`config.mk`:
```
export PLATFORM = sky130hd
export DESIGN_NAME = wash_sequencer
export DESIGN_NICKNAME = d
export VERILOG_FILES = /design/src/rtl/wash_sequencer.sv
export SDC_FILE = /design/constraint.sdc
export NUM_CORES = 1
export LEC_CHECK = 0
export BUFFER_PORTS_ARGS = -buffer_cell sky130_fd_sc_hd__buf_4
export CORE_UTILIZATION = 50
export CTS_BUF_LIST = sky130_fd_sc_hd__clkbuf_4 sky130_fd_sc_hd__clkbuf_8 sky130_fd_sc_hd__clkbuf_16
export CTS_CLUSTER_SIZE = 25
export DETAILED_ROUTE_END_ITERATION = 8
export PLACE_DENSITY = 0.69
export REMOVE_ABC_BUFFERS = 1
export SLEW_MARGIN = 20
export SYNTH_ARGS = -nofsm -noshare
export SYNTH_HDL_FRONTEND = slang
export SYNTH_SLANG_ARGS = --single-unit
```
`constraint.sdc`:
```
create_clock -name clk -period 7.7 [get_ports clk]
set_input_delay 2.31 -clock clk [delete_from_list [all_inputs] [get_ports clk]]
set_output_delay 2.31 -clock clk [all_outputs]
set_load 0.02 [all_outputs]
```
`src/rtl/wash_sequencer.sv`:
```
// -----------------------------------------------------------------------------
// wash_sequencer
//   Washing-machine program controller. Steps through fill / wash / drain /
//   rinse / spin / done phases, driven by one-cycle button pulses and a 1 Hz
//   tick. It also owns the values shown on the seven-segment display block.
//
// Ports
//   clk            system clock
//   rst_n          asynchronous active-low reset
//   tick_1s        one-cycle 1 Hz pulse; progress happens only on this
//   power_btn      one-cycle pulse, toggles power
//   start_btn      one-cycle pulse, start / pause / resume
//   mode[1:0]      0 full, 1 wash only, 2 rinse+spin, 3 spin only
//   power_light    1 while powered
//   running        1 while a program advances (not paused)
//   current_time   remaining timed ticks of the program
//   total_time     total timed ticks of the selected program
//   current_water  simulated water level
//   phase_led      {spin,rinse,wash}, 1 while in that timed phase
//   buzzer         1 during DONE
// -----------------------------------------------------------------------------
module wash_sequencer #(
   parameter int WASH_T    = 10,
   parameter int RINSE_T   = 6,
   parameter int SPIN_T    = 4,
   parameter int WATER_LVL = 20,
   parameter int FILL_RATE = 5,
   parameter int BUZZ_T    = 3
) (
   input  logic       clk,
   input  logic       rst_n,
   input  logic       tick_1s,
   input  logic       power_btn,
   input  logic       start_btn,
   input  logic [1:0] mode,
   output logic       power_light,
   output logic       running,
   output logic [6:0] current_time,
   output logic [6:0] total_time,
   output logic [6:0] current_water,
   output logic [2:0] phase_led,
   output logic       buzzer
);

   typedef enum logic [2:0] {
      S_OFF, S_IDLE, S_FILL, S_WASH, S_DRAIN, S_RINSE, S_SPIN, S_DONE
   } state_t;

   localparam logic [6:0] WASH_C  = 7'(WASH_T);
   localparam logic [6:0] RINSE_C = 7'(RINSE_T);
   localparam logic [6:0] SPIN_C  = 7'(SPIN_T);
   localparam logic [6:0] LVL_C   = 7'(WATER_LVL);
   localparam logic [6:0] RATE_C  = 7'(FILL_RATE);
   localparam logic [6:0] BUZZ_C  = 7'(BUZZ_T);

   // Timed length of a program; fill and drain contribute nothing.
   function automatic logic [6:0] prog_time(input logic [1:0] m);
      case (m)
         2'd0:    return 7'(WASH_T + RINSE_T + SPIN_T);
         2'd1:    return WASH_C;
         2'd2:    return 7'(RINSE_T + SPIN_T);
         default: return SPIN_C;
      endcase
   endfunction

   state_t     state_q, state_d;
   logic       paused_q, paused_d;
   logic       rinse_pending_q, rinse_pending_d;
   logic [1:0] mode_q, mode_d;
   logic [6:0] phase_cnt_q, phase_cnt_d;
   logic [6:0] buzz_cnt_q, buzz_cnt_d;
   logic       power_light_q, power_light_d;
   logic       running_q, running_d;
   logic [6:0] current_time_q, current_time_d;
   logic [6:0] total_time_q, total_time_d;
   logic [6:0] current_water_q, current_water_d;
   logic [2:0] phase_led_q, phase_led_d;
   logic       buzzer_q, buzzer_d;

   always_ff @(posedge clk or negedge rst_n) begin
      if (!rst_n) begin
         state_q         <= S_OFF;
         paused_q        <= 1'b0;
         rinse_pending_q <= 1'b0;
         mode_q          <= 2'd0;
         phase_cnt_q     <= 7'd0;
         buzz_cnt_q      <= 7'd0;
         power_light_q   <= 1'b0;
         running_q       <= 1'b0;
         current_time_q  <= 7'd0;
         total_time_q    <= 7'd0;
         current_water_q <= 7'd0;
         phase_led_q     <= 3'd0;
         buzzer_q        <= 1'b0;
      end else begin
         state_q         <= state_d;
         paused_q        <= paused_d;
         rinse_pending_q <= rinse_pending_d;
         mode_q          <= mode_d;
         phase_cnt_q     <= phase_cnt_d;
         buzz_cnt_q      <= buzz_cnt_d;
         power_light_q   <= power_light_d;
         running_q       <= running_d;
         current_time_q  <= current_time_d;
         total_time_q    <= total_time_d;
         current_water_q <= current_water_d;
         phase_led_q     <= phase_led_d;
         buzzer_q        <= buzzer_d;
      end
   end

   always_comb begin
      state_d         = state_q;
      paused_d        = paused_q;
      rinse_pending_d = rinse_pending_q;
      mode_d          = mode_q;
      phase_cnt_d     = phase_cnt_q;
      buzz_cnt_d      = buzz_cnt_q;
      current_time_d  = current_time_q;
      total_time_d    = total_time_q;
      current_water_d = current_water_q;

      if (power_btn) begin
         // Power has top priority over start and tick.
         paused_d        = 1'b0;
         rinse_pending_d = 1'b0;
         phase_cnt_d     = 7'd0;
         buzz_cnt_d      = 7'd0;
         current_water_d = 7'd0;
         if (state_q == S_OFF) begin
            state_d        = S_IDLE;
            total_time_d   = prog_time(mode);
            current_time_d = prog_time(mode);
         end else begin
            state_d        = S_OFF;
            total_time_d   = 7'd0;
            current_time_d = 7'd0;
         end
      end else begin
         case (state_q)
            S_OFF: ;
            S_IDLE: begin
               // Times track the mode selector continuously while idle.
               paused_d       = 1'b0;
               total_time_d   = prog_time(mode);
               current_time_d = prog_time(mode);
               if (start_btn) begin
                  mode_d          = mode;
                  rinse_pending_d = (mode == 2'd2);
                  if (mode == 2'd3) begin
                     state_d     = S_SPIN;
                     phase_cnt_d = SPIN_C;
                  end else begin
                     state_d = S_FILL;
                  end
               end
            end
            S_DONE: begin
               // start_btn is deliberately ignored here.
               current_time_d = 7'd0;
               if (tick_1s) begin
                  if (buzz_cnt_q <= 7'd1) begin
                     state_d        = S_IDLE;
                     buzz_cnt_d     = 7'd0;
                     total_time_d   = prog_time(mode);
                     current_time_d = prog_time(mode);
                  end else begin
                     buzz_cnt_d = buzz_cnt_q - 7'd1;
                  end
               end
            end
            default: begin
               // Active phases. A start pulse swallows a coincident tick.
               if (start_btn) begin
                  paused_d = !paused_q;
               end else if (tick_1s && !paused_q) begin
                  case (state_q)
                     S_FILL: begin
                        current_water_d = current_water_q + RATE_C;
                        if (current_water_d >= LVL_C) begin
                           if (rinse_pending_q) begin
                              state_d     = S_RINSE;
                              phase_cnt_d = RINSE_C;
                           end else begin
                              state_d     = S_WASH;
                              phase_cnt_d = WASH_C;
                           end
                        end
                     end
                     S_DRAIN: begin
                        current_water_d = (current_water_q > RATE_C) ?
                                          current_water_q - RATE_C : 7'd0;
                        if (current_water_d == 7'd0) begin
                           if (rinse_pending_q) begin
                              state_d     = S_SPIN;
                              phase_cnt_d = SPIN_C;
                           end else if (mode_q == 2'd0) begin
                              state_d         = S_FILL;
                              rinse_pending_d = 1'b1;
                           end else begin
                              state_d        = S_DONE;
                              buzz_cnt_d     = BUZZ_C;
                              current_time_d = 7'd0;
                           end
                        end
                     end
                     default: begin
                        // WASH / RINSE / SPIN share the countdown.
                        current_time_d = (current_time_q != 7'd0) ?
                                         current_time_q - 7'd1 : 7'd0;
                        phase_cnt_d    = (phase_cnt_q != 7'd0) ?
                                         phase_cnt_q - 7'd1 : 7'd0;
                        if (phase_cnt_q <= 7'd1) begin
                           if (state_q == S_SPIN) begin
                              state_d        = S_DONE;
                              buzz_cnt_d     = BUZZ_C;
                              current_time_d = 7'd0;
                           end else begin
                              state_d = S_DRAIN;
                           end
                        end
                     end
                  endcase
               end
            end
         endcase
      end

      // Status outputs are decoded from the next state so they register
      // alongside it.
      power_light_d = (state_d != S_OFF);
      running_d     = !paused_d && (state_d inside {S_FILL, S_WASH, S_DRAIN,
                                                    S_RINSE, S_SPIN});
      phase_led_d   = {state_d == S_SPIN, state_d == S_RINSE, state_d == S_WASH};
      buzzer_d      = (state_d == S_DONE);
   end

   assign power_light   = power_light_q;
   assign running       = running_q;
   assign current_time  = current_time_q;
   assign total_time    = total_time_q;
   assign current_water = current_water_q;
   assign phase_led     = phase_led_q;
   assign buzzer        = buzzer_q;

endmodule

```
==> results.toml <==
[clocking]
cts_tree = "yes"
cts_resized = 0
clkSinkCount = 44
clock-root-buffer = "clkbuf_8"
insertion_delay_ns = 0.31
postCtsHoldBufs = 0
h-tree-depth = 2
path_clk_slew_ns = 0.08
cts_buffer_depth = 2
cts_buffers = 5
postCtsSetupBuffers = 0

[yosys]
ys_ff_latch = 44
avgSynthCellArea_um2 = 8.24
netlist_area_mm2 = 0.00325
ys_types = 82
synth_cells = 394
synth_edf_count = 0
yosys_warnings = 0
synth_ff_type = "dfrtp_1"
synth-seq-area-share_pct = 33.9
synthArstFlopShare_pct = 100

[power_and_ir_drop]
p_clk_share_pct = 14.7
p_switching_uw = 491
combPwrFrac_pct = 50.0
p_seq_share_pct = 35.3
p_int_uw = 593
cellPowerDensity_mw_per_mm2 = 306
p_sw_share_pct = 45.3
p_leak_nw = 1.54
peakVddDrop_mv = 0.197

[outcome]
status = "completed"

[worst_setup_path]
cp_data_arrival_time_ns = 4.20
worst-r2r-cell-count = 9
cp_max_fo = 7
r2r_start = "current_water[0]$_DFFE_PN0P_"
cp-endpoint = "running$_DFF_PN0_"
endpoint_kind = "register"
path_class = "primary input to register"
reg2reg_to = "buzz_cnt_q[3]$_DFFE_PN0P_"
required_ns = 7.89
cp-start-kind = "primary input"
r2r_setup_slack_ns = 4.59
crit_start = "start_btn"

[final_layout]
instances_no_fill = 486
final_core_util_pct = 56.1
seqCellArea_mm2 = 0.00110
drive_gt1_share_pct = 16.6
antenna_cells = 0
nFillCells = 599
num-nets-final = 427
multiInputGateArea_mm2 = 0.00195
area_growth_pct = 9.09

[sta]
max_clock_freq_ghz = 0.249
min_period_over_period_pct = 52.1
finalHoldViolCount = 0
fin_setup_tns_ns = 0
fin_skew_ns = 0.00681
setup_viol_count_final = 0
min_period_ns = 4.01
worstMarginPinSlew_ns = 0.770
slew_headroom_pct = 48.3
grt_setup_unrepaired = "false"
slew_viol_final = 0

[detailed_routing]
vias_per_cell = 6.10
drc = 0
via_count = 2964
totalWireLength_mm = 7.54
drt_pass1_iterations = 6
antenna_left = 0
wl_per_cell_um = 15.5
drtIter0Drc = 263

[min_path]
holdCritPathClass = "register to register"

[die]
ios = 34
fp.dieH_um = 82.6
core_mm2 = 0.00631
rows = 29
initial_core_util_pct = 51.4
die-area_mm2 = 0.00682
die_x_um = 82.6

[grt]
grt_max_degree = 45
antenna_found_initial = 0
grt_pass1_wl_mm = 11.9
grt_pass1_vias = 2529
overflow = 0
track_usage_pct = 23.0

[place]
port_buffers = 30
dp_hpwl_mm = 5.31
gp_congestion = 0.923
numPlacedInstances = 478

[job]
drv_cap = 0
## cells by family (layout without fill, tap and decap cells)
family                     Yosys count  count (layout)  synth area share [%]
and+or+nand+nor                    157             157                  26.2
AOI/OAI and AO/OA                  130             130                  27.0
DFF                                 44              44                  33.9
buffers and inverters               44              57                  6.24
adders and majority gates           12              12                  4.62
muxes                                4               4                  1.35
xor gates and xnor gates             2               2                 0.539
other                                1               3                 0.115
## power groups by stage
stage               logic (mW)  clock network, mW  registers (mW)
floorplan                0.352                  0           0.406
finish                   0.543              0.159           0.382
detailed placement       0.538                  0           0.384
global route             0.603              0.171           0.395
CTS                      0.541              0.162           0.380
global placement         0.528                  0           0.384
## metal layers
layer,GRT usage (%),up-vias,wire (um)
met3,4.95,4,384
met1,33.1,1418,3730
met4,5.69,0,42
met2,34.7,78,3380
li1,-,1464,-
met5,0,-,0
## cell usage after synthesis (2+ instances only)
| cell | n | area, um2 |
|---|---|---|
| a21o_1 | 4 | 30.0 |
| nand3_1 | 6 | 30.0 |
| o21ai_0 | 36 | 180 |
| nor3_1 | 18 | 90.1 |
| o31ai_1 | 2 | 15.0 |
| inv_1 | 17 | 63.8 |
| dfrtp_1 | 44 | 1100 |
| a22o_1 | 3 | 26.3 |
| or4_1 | 4 | 30.0 |
| xnor2_1 | 2 | 17.5 |
| nand2_1 | 27 | 101 |
| nor4_1 | 3 | 18.8 |
| buf_4 | 4 | 30.0 |
| o311ai_0 | 3 | 26.3 |
| nand3b_1 | 4 | 30.0 |
| or3_1 | 6 | 37.5 |
| a31oi_1 | 4 | 25.0 |
| nor2b_1 | 3 | 18.8 |
| and3_1 | 2 | 12.5 |
| buf_2 | 5 | 25.0 |
| mux2_2 | 3 | 33.8 |
| clkbuf_1 | 11 | 41.3 |
| buf_1 | 2 | 7.51 |
| o211ai_1 | 3 | 22.5 |
| or2_2 | 5 | 31.3 |
| o21ai_1 | 3 | 15.0 |
| o31a_1 | 2 | 17.5 |
| inv_2 | 2 | 7.51 |
| a311oi_1 | 3 | 26.3 |
| a21oi_1 | 34 | 170 |
| ha_1 | 12 | 150 |
| and2_1 | 6 | 37.5 |
| buf_6 | 2 | 22.5 |
| nor3b_1 | 2 | 15.0 |
| nand2b_1 | 8 | 50.1 |
| nand4_1 | 3 | 18.8 |
| nor2_1 | 44 | 165 |
| a211oi_1 | 5 | 37.5 |
| o22ai_1 | 4 | 25.0 |
## worst min-delay path by stage
| stage | startpoint | to | slack (ns) | cells after the start |
|---|---|---|---|---|
| 2_1_floorplan | phase_cnt_q[1]$_DFFE_PN0P_ | phase_cnt_q[1]$_DFFE_PN0P_ | 0.50 | 1 |
| 5_1_grt | total_time[2]$_DFFE_PN0P_ | total_time[2]$_DFFE_PN0P_ | 0.53 | 2 |
| 3_3_place_gp | total_time[4]$_DFFE_PN0P_ | total_time[4]$_DFFE_PN0P_ | 0.47 | 2 |
| 6_report | total_time[4]$_DFFE_PN0P_ | total_time[4]$_DFFE_PN0P_ | 0.49 | 2 |
| 3_5_place_dp | total_time[4]$_DFFE_PN0P_ | total_time[4]$_DFFE_PN0P_ | 0.47 | 2 |
| 4_1_cts | total_time[4]$_DFFE_PN0P_ | total_time[4]$_DFFE_PN0P_ | 0.49 | 2 |
## worst max-delay path: stages
cell and delay (ns):
buf_4 0.13, nor3b_2 0.37, a221o_1 0.23, o311ai_0 0.11
or2_2 0.30, a311o_4 0.36, nor4_4 0.30, nor3_1 0.08
## cell type report
class                      instances  share of cell area [%]
inverter                          19                    2.01
timing repair buffer              30                    6.36
sequential                        44                    31.1
tap                               77                    2.72
clock buffer                       8                    2.75
multi-input combinational        308                    55.1
## sequential cells by signal (all words and copies together) (netlist names), 2 cells and up
register       cells
buzz_cnt_q         7
current_time       7
current_water      7
mode_q             2
phase_cnt_q        7
phase_led          3
state_q            3
total_time         3
## per-stage QoR
stage          total power [mW]  cell area [um2]  setup slack (ns)  hold slack, ns
6_report                   1.08             3540              3.69           0.490
4_1_cts                    1.08             3540              3.69           0.494
5_1_grt                    1.17             3540              3.54           0.527
2_1_floorplan             0.758             3120              3.71           0.496
3_3_place_gp              0.912             3450              3.46           0.465
3_5_place_dp              0.922             3450              3.37           0.474
## cell usage in the layout, fill, tap and decap left out, types with 3 or more instances in the layout
cell / netlist / routed
nand3b_1: 4 / 4
o311ai_0: 3 / 3
inv_1: 17 / 17
or3_1: 6 / 6
conb_1: 1 / 3
nand3_1: 6 / 6
o211ai_1: 3 / 3
a21oi_1: 34 / 34
clkbuf_8: 0 / 6
nor2b_1: 3 / 3
buf_4: 4 / 30
mux2_2: 3 / 3
a22o_1: 3 / 3
or4_1: 4 / 4
a311oi_1: 3 / 3
nand2b_1: 8 / 8
or2_2: 5 / 5
nor4_1: 3 / 3
o21ai_1: 3 / 3
and2_1: 6 / 6
nand4_1: 3 / 3
dfrtp_1: 44 / 44
nor2_1: 44 / 44
ha_1: 12 / 12
a211oi_1: 5 / 5
a21o_1: 4 / 4
nor3_1: 18 / 18
o21ai_0: 36 / 36
a31oi_1: 4 / 4
o22ai_1: 4 / 4
nand2_1: 27 / 27
Note: power is estimated with default switching activity, not from simulation.
